--- config.mk ---
export PLATFORM = sky130hd
export DESIGN_NAME = std_skid_buffer
export DESIGN_NICKNAME = d
export VERILOG_FILES = /design/src/rtl/std_skid_buffer.sv
export SDC_FILE = /design/constraint.sdc
export NUM_CORES = 1
export LEC_CHECK = 0
export CAP_MARGIN = 20
export CORE_AREA = 2 2 39 41
export CTS_CLUSTER_SIZE = 28
export DETAILED_ROUTE_END_ITERATION = 8
export DIE_AREA = 0 0 41 43
export DONT_BUFFER_PORTS = 1
export MAX_ROUTING_LAYER = met4
export PLACE_DENSITY_LB_ADDON = 0.08
export SLEW_MARGIN = 25
export SYNTH_ARGS = -nofsm -noshare
export SYNTH_HDL_FRONTEND = slang
export SYNTH_SLANG_ARGS = --single-unit
--- constraint.sdc ---
create_clock -name clk -period 1.5 [get_ports clk]
set_clock_uncertainty 0.15 [all_clocks]
set_input_delay 0.3 -clock clk [delete_from_list [all_inputs] [get_ports clk]]
set_output_delay 0.3 -clock clk [all_outputs]
set_load 0.01 [all_outputs]
--- src/rtl/std_skid_buffer.sv ---
// std_skid_buffer: two-entry elastic stage with registered valid/data/ready.
// The m_ready -> s_ready combinational chain is cut: s_ready, m_valid and
// m_data all come straight from flops, while a skid register absorbs the one
// beat that arrives the cycle the downstream stalls.
// Optional feature macro: STD_SKID_BUFFER_FLUSH_EN adds a 'flush' input that
// empties the stage without touching the data registers.
module std_skid_buffer #(
    parameter int                    DATA_WIDTH       = 1,
    parameter logic [DATA_WIDTH-1:0] DATA_RESET_VALUE = '0
) (
    input  logic                  clk,
    input  logic                  reset,
    input  logic                  s_valid,
    output logic                  s_ready,
    input  logic [DATA_WIDTH-1:0] s_data,
    output logic                  m_valid,
    input  logic                  m_ready,
`ifdef STD_SKID_BUFFER_FLUSH_EN
    input  logic                  flush,
`endif
    output logic [DATA_WIDTH-1:0] m_data
);

    // Occupancy: EMPTY = 0 entries, BUSY = main only, FULL = main + skid.
    typedef enum logic [1:0] {
        EMPTY = 2'b00,
        BUSY  = 2'b01,
        FULL  = 2'b10
    } state_t;

    state_t                state_q, state_n;
    logic                  m_valid_q, m_valid_n;
    logic                  s_ready_q, s_ready_n;
    logic [DATA_WIDTH-1:0] main_q, main_n;
    logic [DATA_WIDTH-1:0] skid_q, skid_n;
    logic                  in_xfer, out_xfer;

    // Handshakes use only registered readiness/validity, so no input reaches
    // an output without passing through a flop.
    assign in_xfer  = s_valid & s_ready_q;
    assign out_xfer = m_valid_q & m_ready;

    assign s_ready = s_ready_q;
    assign m_valid = m_valid_q;
    assign m_data  = main_q;

    // Next-state, next-data and next registered handshake outputs.
    always_comb begin
        state_n = state_q;
        main_n  = main_q;
        skid_n  = skid_q;
        unique case (state_q)
            EMPTY: begin
                if (in_xfer) begin
                    main_n  = s_data;
                    state_n = BUSY;
                end
            end
            BUSY: begin
                if (in_xfer && out_xfer) begin
                    main_n = s_data;
                end else if (in_xfer) begin
                    skid_n  = s_data;
                    state_n = FULL;
                end else if (out_xfer) begin
                    state_n = EMPTY;
                end
            end
            FULL: begin
                // s_ready is low here, so s_valid cannot cause a transfer.
                if (out_xfer) begin
                    main_n  = skid_q;
                    state_n = BUSY;
                end
            end
            default: state_n = EMPTY;
        endcase
`ifdef STD_SKID_BUFFER_FLUSH_EN
        // Flush empties the stage; any beat accepted this cycle is dropped
        // and both data registers keep their current contents.
        if (flush) begin
            state_n = EMPTY;
            main_n  = main_q;
            skid_n  = skid_q;
        end
`endif
        m_valid_n = (state_n == BUSY) || (state_n == FULL);
        s_ready_n = (state_n != FULL);
    end

    // State, payload and handshake registers with synchronous reset.
    always_ff @(posedge clk) begin
        if (reset) begin
            state_q   <= EMPTY;
            m_valid_q <= 1'b0;
            s_ready_q <= 1'b1;
            main_q    <= DATA_RESET_VALUE;
            skid_q    <= DATA_RESET_VALUE;
        end else begin
            state_q   <= state_n;
            m_valid_q <= m_valid_n;
            s_ready_q <= s_ready_n;
            main_q    <= main_n;
            skid_q    <= skid_n;
        end
    end

endmodule

==> flow_metrics.env <==
export IMPL_outcome="finished, final reports clean"
export IMPL_finalWeightedCongestion=0.631
export IMPL_slew_headroom_pct=88.4
export IMPL_critPathArrivalTime_ns=1.43
export IMPL_setup_viol=0
export IMPL_finalPower_uw=426
export IMPL_hold_path_end="s_ready$_SDFF_PP1_"
export IMPL_fmax_mhz=714
export IMPL_clk_latency_ns=0.24
export IMPL_die_w_um=41
export IMPL_area_delta_synth_final_pct=27.8
export IMPL_grt_max_degree=6
export IMPL_synth_cell_types=18
export IMPL_maxCapViolCount=0
export IMPL_ir_drop_mv=0.299
export IMPL_end_kind="flop"
export IMPL_drt_total_wl_um=524
export IMPL_num_rows=14
export IMPL_cts_setup_buffers=0
export IMPL_synth_edf_count=0
export IMPL_final_common_cell="dfxtp_1"
export IMPL_die_area_sq_um=1760
export IMPL_cts_tree="done"
export IMPL_drv_slew=0
export IMPL_grt_pass1_vias=222
export IMPL_cts_made_buffers=3
export IMPL_hold_depth=2
export IMPL_r2r_end="m_valid$_SDFF_PP0_"
export IMPL_min_from="reset"
export IMPL_floorplan_initialDensity_pct=20.2
export IMPL_path_clk_slew_ns=0.04
export IMPL_htree_num_levels=1
export IMPL_grt_usage_pct=8.46
export IMPL_reg2reg_depth=5
export IMPL_ys_seq_area_share_pct=43.0
export IMPL_fin_crit_ns=1.40
export IMPL_tns_ns=0
export IMPL_synth_area_per_cell_sq_um=9.62
export IMPL_antenna_found_initial=0
export IMPL_clock_tree_buffer_depth=2
export IMPL_core_area_sq_um=1380
export IMPL_drc=0
export IMPL_rrSetupSlack_ns=0.10
export IMPL_cts_sinks=6
export IMPL_fin_cells=52
export IMPL_crit_required_ns=1.53
export IMPL_drtIter0Drc=1
export IMPL_layout_common_cells="dfxtp_1 (6), nand2_1 (3), nor2_1 (3), clkbuf_4 (3), buf_4 (3)"
export IMPL_crit_type="flop to flop"
export IMPL_hold_violations=0
export IMPL_root_buffer="clkbuf_4"
export IMPL_r2r_start="state_q[1]$_SDFF_PP0_"
export IMPL_insertedDiodeCount=0
export IMPL_nets=44
export IMPL_power_leakage_nw=0.160
export IMPL_grt_ovfl_total=0
export IMPL_dr_total_vias=226
export IMPL_syn_nets=35
export IMPL_start_kind="flop"
export IMPL_power_density_nw_per_um2=1200
export IMPL_tightest_slew_ns=0.174
export IMPL_ys_flop_type="dfxtp_1"
export IMPL_ys_warnings_count=0
export IMPL_first_pass_iters=4
export IMPL_finalCritPeriodShare_pct=93.3
export IMPL_port_buffers=0
export IMPL_dp_cells=48
export IMPL_fillers=154
export IMPL_io_pins=8
export IMPL_hold_class="input port to flop"
export IMPL_crit_fanout=4
export IMPL_grt_pass1_wl_um=876
export IMPL_synth_cell_area_sq_um=279
export IMPL_wire_per_inst_um=10.1
export IMPL_ant_nets=0
export IMPL_async_flop_share_pct=0
export IMPL_die_y_um=43
export IMPL_ys_ff_latch=6
export IMPL_viasPerCell=4.35
export IMPL_synth_cells=29
export IMPL_layout_drive_gt1_share_pct=38.9
-- cells by family (layout without fill, tap and decap cells) --
| logic type | Yosys count | after routing | synth area share, % |
|---|---|---|---|
| fa+ha+maj | 1 | 1 | 4.48 |
| compound gates | 5 | 5 | 14.3 |
| flops | 6 | 6 | 43.1 |
| buf+inv | 1 | 8 | 1.34 |
| mux | 2 | 2 | 7.18 |
| simple gates | 14 | 14 | 29.6 |
-- critical path: stages, from the launching register on --
cell and delay, ns:
dfxtp_1 0.32, nand3b_1 0.21, a21oi_2 0.21, nor3_2 0.08
ha_1 0.28, nor2_1 0.09
-- where the power goes --
group / internal (mW) / switching (mW)
Sequential: 0.179 / 0.0160
Combinational: 0.0467 / 0.0407
Clock: 0.0902 / 0.0536
-- flip-flops by register name, summed over array words and instances (netlist names) --
name / count
state_q: 2
m_data: 1
m_valid: 1
s_ready: 1
skid_q: 1
-- per-stage QoR --
stage | utilization, % | worst slack, ns | hold WS (ns) | instance area, sq um
5_1_grt | 25.8 | -0.00829 | 0.0404 | 357
4_1_cts | 25.6 | 0.0858 | 0.0334 | 354
6_report | 25.8 | 0.100 | 0.0433 | 357
2_1_floorplan | - | 0.148 | 0.217 | 279
3_3_place_gp | 23.2 | 0.0594 | 0.224 | 322
3_5_place_dp | 23.2 | 0.0993 | 0.219 | 322
-- layout make-up --
type	instances	area, sq um	area share (%)
multi-input cells	22	158	44.2
flip-flops and latches	6	120	33.7
repair buffers	4	32.5	9.12
clock buffers	3	22.5	6.32
well taps	16	20.0	5.61
inverters	1	3.75	1.05
-- synth_stat cells (2+ instances only) --
master | instances | area share, %
nand2_1 | 3 | 4.0
mux2i_1 | 2 | 7.2
dfxtp_1 | 6 | 43
nor2_1 | 4 | 5.4
-- per-layer routing --
metal	part of all wire (%)	vias up	track usage, %	routed length [um]
met5	0	-	-	0
met4	0.95	0	10.0	5
met3	4.8	2	3.14	25
met2	52	3	10.6	273
met1	42	105	8.77	220
li1	-	116	-	-
-- how the worst max path moves through the flow --
stage                     slack (ns)  cells past startpoint                 end                  start
final                           0.10                      5  m_valid$_SDFF_PP0_  state_q[1]$_SDFF_PP0_
after global routing          -0.008                      5  m_valid$_SDFF_PP0_  state_q[1]$_SDFF_PP0_
after CTS                       0.09                      5  m_valid$_SDFF_PP0_  state_q[1]$_SDFF_PP0_
after detailed placement         0.1                      5  m_valid$_SDFF_PP0_  state_q[1]$_SDFF_PP0_
after global placement          0.06                      5  m_valid$_SDFF_PP0_  state_q[1]$_SDFF_PP0_
after floorplan                 0.15                      5  m_valid$_SDFF_PP0_  state_q[0]$_SDFF_PP0_
-- timing repair --
item                                   in CTS  in global routing
setup endpoints to repair                   0                  1
hold buffers                                1                  0
gates resized for setup                     0                  1
endpoints found under the hold margin       3                  0
No activity file was read; power rests on OpenSTA's default activity.
